--- config.mk ---
export PLATFORM = sky130hd
export DESIGN_NAME = video_timing_gen_param
export DESIGN_NICKNAME = d
export VERILOG_FILES = /design/src/rtl/video_timing_pkg.sv /design/src/rtl/video_delay_line.sv /design/src/rtl/video_timing_gen_param.sv
export SDC_FILE = /design/constraint.sdc
export NUM_CORES = 1
export LEC_CHECK = 0
export ABC_CLOCK_PERIOD_IN_PS = 7510
export CORE_UTILIZATION = 40
export DETAILED_ROUTE_END_ITERATION = 8
export PLACE_DENSITY = 0.61
export REMOVE_ABC_BUFFERS = 1
export SETUP_SLACK_MARGIN = 0.2
export SLEW_MARGIN = 0
export SYNTH_ARGS = -nofsm -noshare
export SYNTH_HDL_FRONTEND = slang
export SYNTH_HIERARCHICAL = 1
export SYNTH_SLANG_ARGS = --single-unit
export TNS_END_PERCENT = 1
--- constraint.sdc ---
create_clock -name clk -period 7.51 [get_ports clk]
set_input_delay 1.1265 -clock clk [delete_from_list [all_inputs] [get_ports clk]]
set_output_delay 1.1265 -clock clk [all_outputs]
set_load 0.01 [all_outputs]
--- src/rtl/video_timing_pkg.sv ---
// Shared types and constants for the parametrised video timing generator:
// pattern mode encodings, colour-bar palette and RGB444 expansion.
package video_timing_pkg;

   typedef enum logic [1:0] {
      MODE_FB    = 2'd0,
      MODE_BARS  = 2'd1,
      MODE_SOLID = 2'd2,
      MODE_GRID  = 2'd3
   } mode_t;

   typedef enum logic {
      ST_IDLE = 1'b0,
      ST_RUN  = 1'b1
   } state_t;

   localparam logic [23:0] BAR_WHITE   = 24'hFFFFFF;
   localparam logic [23:0] BAR_YELLOW  = 24'hFFFF00;
   localparam logic [23:0] BAR_CYAN    = 24'h00FFFF;
   localparam logic [23:0] BAR_GREEN   = 24'h00FF00;
   localparam logic [23:0] BAR_MAGENTA = 24'hFF00FF;
   localparam logic [23:0] BAR_RED     = 24'hFF0000;
   localparam logic [23:0] BAR_BLUE    = 24'h0000FF;
   localparam logic [23:0] BAR_BLACK   = 24'h000000;

   // Everything about a pixel that must travel alongside the SRAM read.
   typedef struct packed {
      logic        active;
      logic        hs;
      logic        vs;
      logic        fs;
      mode_t       mode;
      logic [2:0]  bar;
      logic        grid;
      logic [23:0] solid;
   } ctrl_t;

   function automatic logic [23:0] rgb444_to_888(input logic [11:0] c);
      return {c[11:8], c[11:8], c[7:4], c[7:4], c[3:0], c[3:0]};
   endfunction

   function automatic logic [23:0] bar_color(input logic [2:0] idx);
      logic [23:0] col;
      case (idx)
         3'd0:    col = BAR_WHITE;
         3'd1:    col = BAR_YELLOW;
         3'd2:    col = BAR_CYAN;
         3'd3:    col = BAR_GREEN;
         3'd4:    col = BAR_MAGENTA;
         3'd5:    col = BAR_RED;
         3'd6:    col = BAR_BLUE;
         default: col = BAR_BLACK;
      endcase
      return col;
   endfunction

endpackage

--- src/rtl/video_delay_line.sv ---
// Fixed-depth shift register with a synchronous clear to a parameterised
// value; carries the per-pixel control bundle across the SRAM read latency.
module video_delay_line #(
   parameter int               WIDTH = 8,
   parameter int               DEPTH = 2,
   parameter logic [WIDTH-1:0] INIT  = '0
) (
   input  logic             clk,
   input  logic             clr,
   input  logic [WIDTH-1:0] din,
   output logic [WIDTH-1:0] dout
);

   logic [WIDTH-1:0] sr [DEPTH];

   always_ff @(posedge clk) begin
      if (clr) begin
         for (int i = 0; i < DEPTH; i++) sr[i] <= INIT;
      end else begin
         sr[0] <= din;
         for (int i = 1; i < DEPTH; i++) sr[i] <= sr[i-1];
      end
   end

   assign dout = sr[DEPTH-1];

endmodule

--- src/rtl/video_timing_gen_param.sv ---
// Parametrised raster timing generator: h/v counters, frame-buffer read
// addressing with integer upscale, test patterns, and latency-aligned outputs.
module video_timing_gen_param
   import video_timing_pkg::*;
#(
   parameter int H_ACTIVE = 640,
   parameter int H_FP     = 16,
   parameter int H_SYNC   = 96,
   parameter int H_BP     = 48,
   parameter int V_ACTIVE = 480,
   parameter int V_FP     = 10,
   parameter int V_SYNC   = 2,
   parameter int V_BP     = 33,
   parameter bit HS_POL   = 1'b0,
   parameter bit VS_POL   = 1'b0,
   parameter int SCALE_SH = 1,
   parameter int RD_LAT   = 2,
   parameter int ADDR_W   = 17,
   parameter int CNT_W    = 12
) (
   input  logic              clk,
   input  logic              rst,
   input  logic              enable,
   input  logic [1:0]        mode,
   input  logic [23:0]       solid_color,
   output logic              rd_en,
   output logic [ADDR_W-1:0] rd_addr,
   input  logic [11:0]       rd_data,
   output logic              hsync,
   output logic              vsync,
   output logic              de,
   output logic [23:0]       rgb_data,
   output logic              frame_start,
   output logic [CNT_W-1:0]  h_count,
   output logic [CNT_W-1:0]  v_count
);

   localparam int H_TOTAL = H_ACTIVE + H_FP + H_SYNC + H_BP;
   localparam int V_TOTAL = V_ACTIVE + V_FP + V_SYNC + V_BP;
   localparam int SRC_W   = H_ACTIVE >> SCALE_SH;
   localparam int CTRL_W  = $bits(ctrl_t);

   localparam logic [CNT_W-1:0] H_LAST   = CNT_W'(H_TOTAL - 1);
   localparam logic [CNT_W-1:0] V_LAST   = CNT_W'(V_TOTAL - 1);
   localparam logic [CNT_W-1:0] H_ACT_C  = CNT_W'(H_ACTIVE);
   localparam logic [CNT_W-1:0] V_ACT_C  = CNT_W'(V_ACTIVE);
   localparam logic [CNT_W-1:0] HS_BEG_C = CNT_W'(H_ACTIVE + H_FP);
   localparam logic [CNT_W-1:0] HS_END_C = CNT_W'(H_ACTIVE + H_FP + H_SYNC);
   localparam logic [CNT_W-1:0] VS_BEG_C = CNT_W'(V_ACTIVE + V_FP);
   localparam logic [CNT_W-1:0] VS_END_C = CNT_W'(V_ACTIVE + V_FP + V_SYNC);

   if (RD_LAT < 1 || RD_LAT > 4) begin : g_bad_rd_lat
      $error("video_timing_gen_param: RD_LAT must be in 1..4");
   end

   state_t            state_q, state_d;
   logic              running;
   logic              at_origin;
   logic              active, hs_raw, vs_raw, grid_raw;
   logic [2:0]        bar_idx;
   mode_t             mode_q, mode_cur;
   logic [ADDR_W-1:0] addr_calc;
   ctrl_t             ctrl_in, ctrl_d;
   logic [23:0]       pix;

   // ---------------- run/idle control ----------------
   always_ff @(posedge clk) begin
      if (rst) state_q <= ST_IDLE;
      else     state_q <= state_d;
   end

   always_comb begin
      state_d = state_q;
      case (state_q)
         ST_IDLE: if (enable)  state_d = ST_RUN;
         ST_RUN:  if (!enable) state_d = ST_IDLE;
         default: state_d = ST_IDLE;
      endcase
   end

   // The clock that first sees enable only moves to RUN; counting starts next.
   assign running = (state_q == ST_RUN) && enable;

   // ---------------- raster counters ----------------
   always_ff @(posedge clk) begin
      if (rst || !enable) begin
         h_count <= '0;
         v_count <= '0;
      end else if (state_q == ST_RUN) begin
         if (h_count == H_LAST) begin
            h_count <= '0;
            v_count <= (v_count == V_LAST) ? '0 : v_count + CNT_W'(1);
         end else begin
            h_count <= h_count + CNT_W'(1);
         end
      end
   end

   assign at_origin = (h_count == '0) && (v_count == '0);
   assign active    = (h_count < H_ACT_C) && (v_count < V_ACT_C);
   assign hs_raw    = (h_count >= HS_BEG_C) && (h_count < HS_END_C);
   assign vs_raw    = (v_count >= VS_BEG_C) && (v_count < VS_END_C);
   assign grid_raw  = (h_count[4:0] == 5'd0) || (v_count[4:0] == 5'd0);

   // Mode is latched at the frame origin so a whole frame uses one pattern.
   assign mode_cur = at_origin ? mode_t'(mode) : mode_q;

   always_ff @(posedge clk) begin
      if (rst)            mode_q <= MODE_FB;
      else if (at_origin) mode_q <= mode_t'(mode);
   end

   // bar index = floor(h*8/H_ACTIVE), as a count of crossed bar boundaries
   always_comb begin
      bar_idx = '0;
      for (int k = 1; k < 8; k++) begin
         if ((32'(h_count) << 3) >= 32'(k * H_ACTIVE)) bar_idx = 3'(k);
      end
   end

   // ---------------- stage 0: SRAM request ----------------
   assign addr_calc = ADDR_W'(v_count >> SCALE_SH) * ADDR_W'(SRC_W)
                    + ADDR_W'(h_count >> SCALE_SH);

   always_ff @(posedge clk) begin
      if (rst || !running) begin
         rd_en   <= 1'b0;
         rd_addr <= '0;
      end else if (active && (mode_cur == MODE_FB)) begin
         rd_en   <= 1'b1;
         rd_addr <= addr_calc;
      end else begin
         rd_en   <= 1'b0;
         rd_addr <= '0;
      end
   end

   // ---------------- control pipeline ----------------
   always_comb begin
      ctrl_in        = '0;
      ctrl_in.active = active;
      ctrl_in.hs     = hs_raw;
      ctrl_in.vs     = vs_raw;
      ctrl_in.fs     = active && at_origin;
      ctrl_in.mode   = mode_cur;
      ctrl_in.bar    = bar_idx;
      ctrl_in.grid   = grid_raw;
      ctrl_in.solid  = solid_color;
   end

   // Depth RD_LAT+1 lands the bundle beside rd_data at the output register.
   video_delay_line #(
      .WIDTH (CTRL_W),
      .DEPTH (RD_LAT + 1),
      .INIT  ('0)
   ) u_ctrl_dly (
      .clk  (clk),
      .clr  (rst || !running),
      .din  (ctrl_in),
      .dout (ctrl_d)
   );

   // ---------------- output stage ----------------
   always_comb begin
      pix = '0;
      if (ctrl_d.active) begin
         case (ctrl_d.mode)
            MODE_FB:    pix = rgb444_to_888(rd_data);
            MODE_BARS:  pix = bar_color(ctrl_d.bar);
            MODE_SOLID: pix = ctrl_d.solid;
            MODE_GRID:  pix = ctrl_d.grid ? BAR_WHITE : BAR_BLACK;
            default:    pix = '0;
         endcase
      end
   end

   always_ff @(posedge clk) begin
      if (rst || !running) begin
         hsync       <= !HS_POL;
         vsync       <= !VS_POL;
         de          <= 1'b0;
         rgb_data    <= '0;
         frame_start <= 1'b0;
      end else begin
         hsync       <= ctrl_d.hs ^ !HS_POL;
         vsync       <= ctrl_d.vs ^ !VS_POL;
         de          <= ctrl_d.active;
         rgb_data    <= pix;
         frame_start <= ctrl_d.fs;
      end
   end

endmodule

# [Word level (Yosys, flattened, before mapping)]
# Memory sizes are Yosys's and may differ from the RTL's.
# Index checks and enable logic that the tools add are counted.
# Widths: inputs -> output; s select.
[word_totals] reg_bits=73 ramBits=102 input_bits=41 elab_cells=90 memories=1
[mem_list] memory="u_ctrl_dly.sr" depth=3 word_bits=34 rd=3 rd_clocked_by_memory_dff=0 write_ports=3 line="video_delay_line.sv:14" source="logic [WIDTH-1:0] sr [DEPTH];"
[op_classes] addsub=3 mul=1 n_lt_le_gt_ge=13 eq_ne=11 n_mux=21 n_bitwise=7 reduce_logical=22
[op_table] op="$pmux 24 s7" count=1
[op_table] op="$mux 34" count=3
[op_table] op="$pmux 24 s4" count=1
[op_table] op="$ge 15x12->1 const B" count=3
[op_table] op="$ge 15x11->1 const B" count=2
[op_table] op="$add 12x1->12 const B" count=2
[op_table] op="$eq 12x10->1 const B" count=2
[op_table] op="$logic_not 12->1" count=2
[op_table] op="$lt 12x10->1 const B" count=2
[op_table] op="$lt 12x9->1 const B" count=2
[op_table] op="$mux 12" count=2
[op_table] op="$mux 24" count=1
[op_table] op="$mux 3" count=6
[op_table] op="$add 17x11->17" count=1
[op_table] op="$ge 15x10->1 const B" count=1
[op_table] op="$ge 15x13->1 const B" count=1
[op_table] op="$ge 12x10->1 const B" count=1
[op_table] op="$ge 12x9->1 const B" count=1
[op_table] op="$mul 11x3->11 const B" count=1
[op_table] op="$logic_not 5->1" count=2
[op_table] op="$eq 3x3->1 const B" count=3
[op_table] op="$logic_and 1x1->1" count=7
[op_table] op="$eq 3x2->1 const B" count=2
[op_table] op="$mux 1" count=6
[op_table] op="12 further kinds" count=23

# [Longest topological paths before layout]
# Gate-level depths: netlist of the first run.
[depth] depth_word=9 ltp_mapped=9

# [Hierarchy]
# Netlist of the first run, hierarchy kept.
[by_module_without_submodules] mod="video_timing_gen_param" n_inst=1 cells_each=462 area_per_inst_um2=3769.9 seq_area_each_um2=1461.4
[by_module_without_submodules] mod="video_delay_line" n_inst=1 cells_each=249 area_per_inst_um2=2996.6 seq_area_each_um2=2042.0

# [Worst setup path after synthesis of the first run]
# No wires, ideal clock.
[synth_timing] path_kind="flip-flop to flip-flop" from="register v_count[2]" to="register rd_addr[16]" arrival_ps=2762 required_ps=7440 slack_ps=4679 path_stages_with_launch=9 cell_sequence="dfxtp_1 > ha_1 > ha_1 > fa_1 > ha_1 > a21boi_0 > o21ai_0 > or4_1 > a21oi_1"
[synth_between] elab_chain_len=7 word_cells_on_any_way=11 classes_between="add/sub: 1; mul: 1; order compare: 1; mux: 1; bitwise: 1; reduce/logical: 6"
[synth_lines] item="start, declared" line="video_timing_gen_param.sv:35" source="output logic [CNT_W-1:0] v_count"
[synth_lines] item="start signal, assigned" line="video_timing_gen_param.sv:92" source="v_count <= (v_count == V_LAST) ? '0 : v_count + CNT_W'(1);"
[synth_lines] item="branches (longest 7 deep; another with $add 17x11->17)"
[synth_lines] item="end signal, assigned" line="video_timing_gen_param.sv:131" source="rd_addr <= addr_calc;"
[synth_lines] item="end, declared" line="video_timing_gen_param.sv:27" source="output logic [ADDR_W-1:0] rd_addr,"
# Several ways; the timed one is not identified.
# A chain may end at the register's enable or synchronous reset.

# [Worst setup path in the final report of the first run]
[layout_timing] from="input port rst" to="register rd_addr[5]"
[layout_between] elab_chain_len=2
[layout_lines] item="start, declared" line="video_timing_gen_param.sv:22" source="input logic rst,"
[layout_lines] item="$logic_or 1x1->1" line="video_timing_gen_param.sv:126" source="if (rst || !running) begin"
[layout_lines] item="$reduce_or 2->1 (no line)"
# No other way between the ends.

==> results of run 1 <==
-- state kept, by name, indices dropped and copies added, names as in the netlist --
name / cells
rgb_data: 24
state_q: 1
u_ctrl_dly/sr: 102
mode_q: 2
v_count: 12
frame_start: 1
rd_en: 1
de: 1
rd_addr: 17
vsync: 1
h_count: 12
hsync: 1
-- critical path: cells and delay by family --
family                 cells  cell delay (ns)
and+or+nand+nor            4             1.66
buffers and inverters      3             0.81
-- kinds of logic after synthesis --
kind of cell,count (synthesis),synth area share [%]
buffers and inverters,111,8.93
AO/OA/AOI/OAI,82,6.77
multiplexers,5,0.777
flip-flops,175,51.8
XOR/XNOR,30,3.88
adder cells (fa/ha/maj),27,5.18
AND/OR/NAND/NOR,281,22.7
-- worst paths after layout --
| check | depth (start not counted) | start | slack [ns] | endpoint |
|---|---|---|---|---|
| setup reg to reg | 8 | v_count[2] | 4.34 | rd_addr[16] |
| setup / recovery | 7 | rst | 4.26 | rd_addr[5] |
| hold reg to reg | 1 | u_ctrl_dly/sr[0][100] | 0.39 | hsync |
| hold / removal | 1 | u_ctrl_dly/sr[0][100] | 0.39 | hsync |
-- layout make-up --
| class | count | area (um2) |
|---|---|---|
| clock buffer | 18 | 439 |
| clock inverter | 13 | 125 |
| fill | 1488 | 8260 |
| inverter | 41 | 154 |
| multi-input combinational | 425 | 2670 |
| sequential | 175 | 3500 |
| tap | 220 | 275 |
| timing repair buffer | 110 | 1100 |
-- cell usage in the layout (no fill, tap or decap), types with 2 or more instances in the layout --
| master | synthesis | layout |
|---|---|---|
| clkdlybuf4s50_1 | 0 | 110 |
| o21ai_0 | 29 | 29 |
| a21oi_1 | 36 | 36 |
| nand2b_1 | 2 | 2 |
| and2_1 | 8 | 8 |
| xnor2_1 | 13 | 13 |
| mux2i_1 | 3 | 3 |
| fa_1 | 2 | 2 |
| or3_1 | 8 | 8 |
| xor2_1 | 17 | 17 |
| inv_1 | 40 | 40 |
| or2_2 | 2 | 2 |
| mux2_2 | 2 | 2 |
| nor2b_1 | 107 | 107 |
| and3_1 | 4 | 4 |
| dfxtp_1 | 175 | 175 |
| nor4_1 | 3 | 3 |
| nand2_1 | 18 | 17 |
| inv_6 | 0 | 5 |
| nor3_1 | 9 | 9 |
| nor2_1 | 88 | 88 |
| clkinv_2 | 0 | 3 |
| clkinv_4 | 0 | 2 |
| a31oi_1 | 2 | 2 |
| nand4_1 | 10 | 10 |
| a21o_1 | 3 | 3 |
| ha_1 | 24 | 24 |
| nand3_1 | 10 | 10 |
| a211oi_1 | 3 | 3 |
| clkbuf_16 | 0 | 17 |
-- power by group --
group / total (uW) / switching (uW) / internal [uW]
Combinational: 39.7 / 14.2 / 25.6
Clock: 840 / 370 / 470
Sequential: 934 / 2.23 / 932
-- layer usage --
layer	routed length, um	vias up	global-route usage, %
met1	6190	2134	19.5
met3	606	10	5.04
met2	5730	113	24.2
met5	0	-	0
met4	110	0	4.33
li1	-	2375	-
-- stage by stage --
step / setup WS, ns / instance area (um2) / utilization (%)
global route: 4.03 / 8260 / 50.0
floorplan: 3.61 / 6320 / -
CTS: 4.18 / 8260 / 50.0
finish: 4.26 / 8260 / 50.0
global placement: 3.85 / 7700 / 46.6
detailed placement: 3.74 / 7700 / 46.6
==> flow_summary.toml, run 1 <==
[run_status]
status = "completed"

[route]
drtIter0Drc = 243
dr.pass1.iters = 4
antenna_left = 0
wire_per_inst_um = 12.6
drt-total-wl_um = 12600
vias = 4632
vias_per_cell = 4.62
drc = 0

[die]
die-area_um2 = 17400
io_pins = 111
start_util_pct = 40.9
die_w_um = 132
die_h_um = 132
row_count = 47
core_area_um2 = 16500

[layout]
final_cells = 1002
drive_gt1_share_pct = 5.88
antenna_cells = 0
area_delta_synth_final_pct = 22.1
final_nets = 837

[clocking]
cts_tree = "yes"
post_cts_buffers = 0
cts_hold_buf = 0
cts.repair.resized = 0
clk-insertion-delay-late_ns = 0.42
htreeDepth = 4
clockBufferDepth = 2
cts.sinks = 175
cts-root-buf = "clkbuf_16"
cts_made_buffers = 17
cts.clk_slew.worst_paths_ns = 0.06

[synthesis]
synth_top_area_share_pct = 51.8
ys_top_cells_by_area = "dfxtp_1 52%, nor2b_1 9.9%, nor2_1 4.9%"
synth-seq-cells = 175
syn_area_per_cell_um2 = 9.52
synth_seq_area_share_pct = 51.8
async_reset_ff_share_pct = 0
ys_types = 53
synth_top_area_cell = "dfxtp_1"
synth_edf_count = 0
synth_ff_type = "dfxtp_1"
yosys_warnings = 6
syn_area_um2 = 6770
synth_common_cells = "175 x dfxtp_1, 107 x nor2b_1, 88 x nor2_1"
syn_inst = 711
synth.most_common_cell = "dfxtp_1"

[grt]
grt_max_degree = 104
grtUsageTotal_pct = 15.2
antenna_found_initial = 0
grt_pass1_wl_um = 21300
grt_overflow = 0
grt_pass1_vias = 4453

[place]
gp_routability_congestion = 0.825
dp_hpwl_um = 8540
numPortBuffers = 110
dp_cells = 971

[timing]
whs_ns = 0.391
hold_viol_final = 0
finClkSkew_ns = 0.0101
fmax_ghz = 0.307
slew-limit-headroom_pct = 33.7
rsz0062_at_grt = "no"
setup_viol = 0
fin_crit_sh_pct = 43.3
period_minus_slack_ns = 3.25
slew_viol_final = 0
worst_pin_slew_ns = 0.994
setup_tns_ns = 0

[setup_path]
worstPathCellList = "clkdlybuf4s50_1 -> nand2b_1 -> inv_1 -> nand2_4 -> or3_4 -> inv_2 -> and2_1"
cp-end-kind = "flop"
crit_required_ns = 7.87
slowest_stage = "or3_4"
max_stage_delay_ns = 0.72
path_class = "in2reg"
cp.arrival_ns = 3.61
cp_max_fo = 103
worstSetupStartpointType = "input port"

[power]
p_leak_uw = 0.00313
vdd_drop_max_uv = 171
p_per_area_nw_per_um2 = 220
power.total_uw = 1810

[job]
cap_violations = 0

[hold_path]
hold_path_class = "reg2reg"
Note: power is estimated with default switching activity, not from simulation.
==> run 2, diff against run 1 <==
--- a/config.mk
+++ b/config.mk
@@ -5,10 +5,10 @@
 export SDC_FILE = /design/constraint.sdc
 export NUM_CORES = 1
 export LEC_CHECK = 0
-export ABC_CLOCK_PERIOD_IN_PS = 7510
+export ABC_CLOCK_PERIOD_IN_PS = 2900
 export CORE_UTILIZATION = 40
 export DETAILED_ROUTE_END_ITERATION = 8
-export PLACE_DENSITY = 0.61
+export PLACE_DENSITY = 0.63
 export REMOVE_ABC_BUFFERS = 1
 export SETUP_SLACK_MARGIN = 0.2
 export SLEW_MARGIN = 0
==> constraint.sdc (replaced) <==
create_clock -name clk -period 2.9 [get_ports clk]
set_input_delay 0.435 -clock clk [delete_from_list [all_inputs] [get_ports clk]]
set_output_delay 0.435 -clock clk [all_outputs]
set_load 0.01 [all_outputs]
==> flow_summary.toml, run 2 (same netlist as run 1, synthesis figures left out) <==
[die]
die_w_um = 132
die-area_um2 = 17400
io_pins = 111
core_area_um2 = 16500
start_util_pct = 40.9
row_count = 47
die_h_um = 132

[route]
dr.pass1.iters = 4
vias = 4709
drt-total-wl_um = 12900
antenna_left = 0
drc = 0
wire_per_inst_um = 12.6
drtIter0Drc = 173
vias_per_cell = 4.60

[layout]
area_delta_synth_final_pct = 26.3
regMostFlops = "u_ctrl_dly/sr"
drive_gt1_share_pct = 8.84
final_common_cell = "dfxtp_1"
reg.largest.list = "u_ctrl_dly/sr: 102 flops, rgb_data: 24 flops, rd_addr: 17 flops"
final_nets = 857
antenna_cells = 0
largest_register_ffs = 102
final_cell_mix = "175 x dfxtp_1, 110 x clkdlybuf4s50_1, 107 x nor2b_1"

[setup_path]
path_depth = 9
crit_buf_inv = 0
cp_max_fo = 2
cp-end-kind = "flop"
crit_required_ns = 3.25
worstSetupStartpointType = "flop"
max_stage_delay_ns = 0.53
cp.arrival_ns = 2.92
slowest_stage = "or4_1"
path_class = "reg2reg"
crit_family = "adder cells"
worstPathCellList = "ha_1 -> ha_1 -> fa_2 -> a211oi_2 -> o21ai_1 -> a21oi_2 -> xor2_1 -> or4_1 -> a21oi_1"
path_common_cell = "ha_1"
reg2reg_depth = 9

[timing]
hold_viol_final = 0
slew-limit-headroom_pct = 52.3
whs_ns = 0.387
rsz0062_at_grt = "no"
finClkSkew_ns = 0.00788
setup_tns_ns = 0
slew_viol_final = 0
fmax_ghz = 0.388
fin_crit_sh_pct = 88.9
setup_viol = 0
period_minus_slack_ns = 2.58
worst_pin_slew_ns = 0.713

[clocking]
clk-insertion-delay-late_ns = 0.42
clockBufferDepth = 2
htreeDepth = 4
cts_made_buffers = 17
cts-root-buf = "clkbuf_16"
cts.clk_slew.worst_paths_ns = 0.07
cts_tree = "yes"
cts_hold_buf = 0
cts.sinks = 175

[grt]
grtUsageTotal_pct = 15.7
grt_max_degree = 103
grt_overflow = 0
antenna_found_initial = 0
grt_pass1_wl_um = 21800
grt_pass1_vias = 4619

[place]
gp_routability_congestion = 0.796
dp_hpwl_um = 9140
numPortBuffers = 110

[power]
p_per_area_nw_per_um2 = 588
vdd_drop_max_uv = 417
p_leak_uw = 0.00327

[job]
cap_violations = 0

[hold_path]
hold_depth = 1
hold_path_class = "reg2reg"

[run_status]
status = "completed"
run 2: per-stage QoR:
step	setup slack [ns]	utilization [%]	instance area (um2)	power (uW)	instances
6_report	0.322	51.7	8540	5030	1023
5_1_grt	0.200	51.7	8540	5210	1023
4_1_cts	0.202	51.5	8520	5090	1022
3_5_place_dp	0.0987	47.5	7850	2580	989
3_3_place_gp	0.150	47.5	7850	2580	989
2_1_floorplan	-0.305	-	6320	2510	641
run 2: area by class of cell:
class / count / area, um2
Clock inverter: 14 / 225
Multi-Input combinational cell: 425 / 2690
Tap cell: 220 / 275
Clock buffer: 18 / 429
Sequential cell: 175 / 3500
Inverter: 41 / 154
Timing Repair Buffer: 130 / 1260
Fill cell: 1503 / 7980
run 2: what timing repair did:
action / 4_1_cts / 5_1_grt
setup endpoints to repair: 1 / 2
gates resized for setup: 3 / 5
pin swaps: 2 / 3
buffers inserted: 1 / 1
run 2: worst paths after layout:
| check | startpoint | to | slack (ns) |
|---|---|---|---|
| setup reg to reg | v_count[2] | rd_addr[16] | 0.32 |
| setup / recovery | v_count[2] | rd_addr[16] | 0.32 |
| hold / removal | u_ctrl_dly/sr[0][99] | vsync | 0.39 |
| hold reg to reg | u_ctrl_dly/sr[0][99] | vsync | 0.39 |
run 2: where the power goes:
group          leakage [uW]  total [uW]  internal [uW]  switching (uW)
Clock              0.000314        2500           1550             953
Combinational       0.00155         105           67.7            37.3
Sequential          0.00141        2420           2410            6.14
run 2: worst register-to-register path, cell delays in order (launching register included):
cell and delay (ns):
dfxtp_1 0.32, ha_1 0.29, ha_1 0.23, fa_2 0.36
a211oi_2 0.23, o21ai_1 0.12, a21oi_2 0.19, xor2_1 0.10
or4_1 0.53, a21oi_1 0.15
run 2: routing by layer:
layer  vias to the layer above  wire [um]  part of all wire, %  global-route usage, %
li1                       2418          -                    -                      -
met1                      2149       5960                   46                   18.9
met2                       126       5890                   46                   25.7
met3                        16        830                  6.4                   5.34
met4                         0        197                  1.5                   6.46
met5                         -          0                    0                      0
==> run 3, diff against run 2 <==
--- a/config.mk
+++ b/config.mk
@@ -8,6 +8,7 @@
 export ABC_CLOCK_PERIOD_IN_PS = 2900
 export CORE_UTILIZATION = 40
 export DETAILED_ROUTE_END_ITERATION = 8
+export GPL_TIMING_DRIVEN = 0
 export PLACE_DENSITY = 0.63
 export REMOVE_ABC_BUFFERS = 1
 export SETUP_SLACK_MARGIN = 0.2
==> flow_summary.toml, run 3 (same netlist as run 1, synthesis figures left out) <==
[die]
io_pins = 111
core_area_um2 = 16500
start_util_pct = 40.9
row_count = 47
die_w_um = 132
die-area_um2 = 17400
die_h_um = 132

[clocking]
clockBufferDepth = 2
htreeDepth = 4
cts.sinks = 175
cts-root-buf = "clkbuf_16"
clk-insertion-delay-late_ns = 0.41
cts_made_buffers = 17
cts_tree = "yes"
cts_hold_buf = 0
cts.clk_slew.worst_paths_ns = 0.06

[layout]
antenna_cells = 0
final_area_um2 = 8550
final_nets = 852
final_cell_mix = "167 x dfxtp_1, 110 x clkdlybuf4s50_1, 107 x nor2b_1"
fillers = 1514
largest_register_ffs = 102
area_delta_synth_final_pct = 26.3
drive_gt1_share_pct = 10.2
reg.largest.list = "u_ctrl_dly/sr: 102 flops, rgb_data: 24 flops, rd_addr: 17 flops"
multiInputGateArea_um2 = 2750
final_common_cell = "dfxtp_1"
regMostFlops = "u_ctrl_dly/sr"
register_area_um2 = 3530

[power]
p_per_area_nw_per_um2 = 565
vdd_drop_max_uv = 408
p_leak_uw = 0.00323

[job]
cap_violations = 0

[route]
drtIter0Drc = 176
dr.pass1.iters = 4
antenna_left = 0
drc = 0
drt-total-wl_um = 12800
wire_per_inst_um = 12.6
vias = 4705
vias_per_cell = 4.63

[setup_path]
max_stage_delay_ns = 0.51
path_class = "reg2reg"
crit_buf_inv = 0
cp_max_fo = 4
cp-end-kind = "flop"
worstSetupStartpointType = "flop"
path_depth = 9
slowest_stage = "or4_4"
r2r-end = "rd_addr[16]"
path_common_cell = "ha_4"
rr_startpoint = "v_count[2]"
crit_required_ns = 3.25
reg2reg_depth = 9
crit_family = "adder cells"
cp.arrival_ns = 2.98
worst-r2r-setup-slack_ns = 0.27
worstPathCellList = "ha_4 -> ha_4 -> fa_2 -> a211oi_2 -> nor2_1 -> xor2_1 -> nand4_1 -> or4_4 -> a21oi_2"

[timing]
slew-limit-headroom_pct = 35.2
hold_viol_final = 0
setup_viol = 0
finClkSkew_ns = 0.00816
fin_crit_sh_pct = 90.8
rsz0062_at_grt = "yes"
worst_pin_slew_ns = 0.970
slew_viol_final = 0
fmax_ghz = 0.380
period_minus_slack_ns = 2.63
setup_tns_ns = 0

[grt]
grt_pass1_wl_um = 21300
grtUsageTotal_pct = 15.2
grt_pass1_vias = 4536
grt_overflow = 0
grt_max_degree = 77
antenna_found_initial = 0

[place]
dpl_cell_area_um2 = 7730
dp_hpwl_um = 8670
gp_routability_congestion = 0.784
numPortBuffers = 110

[run_status]
status = "completed"

[hold_path]
hold_path_class = "reg2reg"
hold_start = "u_ctrl_dly/sr[0][99]"
hold_depth = 1
min_to = "vsync"
-- run 3: worst reg2reg max path, delay by kind of cell (launching register included) --
| family | cells | cell delay [ns] |
|---|---|---|
| compound gates | 2 | 0.42 |
| xor+xnor | 1 | 0.23 |
| fa+ha+maj | 3 | 0.80 |
| simple gates | 3 | 0.75 |
| flops | 1 | 0.37 |
-- run 3: worst max path at each step --
stage	from	to
final	v_count[2]	rd_addr[16]
after global routing	v_count[2]	rd_addr[16]
after CTS	v_count[2]	rd_addr[16]
after detailed placement	v_count[2]	rd_addr[16]
after global placement	rst	rd_addr[4]
after floorplan	rst	rd_addr[5]
-- run 3: power by group --
part           internal [uW]  switching (uW)
Clock                   1370             938
Combinational           68.2            37.2
Sequential              2410            5.88
Total                   3850             981
-- run 3: layout make-up --
class / count / share of cell area (%)
well taps: 220 / 3.22
repair buffers: 125 / 14.4
multi-input cells: 425 / 32.2
inverters: 41 / 1.80
clock buffers: 18 / 5.02
clock inverters: 13 / 2.08
flip-flops and latches: 175 / 41.3
-- run 3: per-stage QoR --
step | std cells | setup WS (ns) | total power (uW) | utilization, % | hold slack, ns
after CTS | 1006 | 0.228 | 4910 | 50.9 | 0.391
final | 1017 | 0.268 | 4830 | 51.7 | 0.389
after global routing | 1017 | 0.162 | 5030 | 51.7 | 0.403
after floorplan | 641 | -0.305 | 2510 | - | 0.368
after detailed placement | 972 | -0.257 | 2580 | 46.8 | 0.379
after global placement | 971 | -1.89 | 2580 | 46.6 | 0.376
-- run 3: timing repair --
item                                    CTS  global route
pin swaps                                 3            11
endpoints found under the setup margin    5             2
gates resized for setup                  20            14
setup buffers                             3            11
-- run 3: routing by layer --
| metal | GRT usage (%) | share of wire, % |
|---|---|---|
| met1 | 17.8 | 46 |
| met2 | 24.5 | 46 |
| met3 | 6.07 | 6.5 |
| met4 | 6.14 | 1.5 |
| met5 | 0 | 0 |
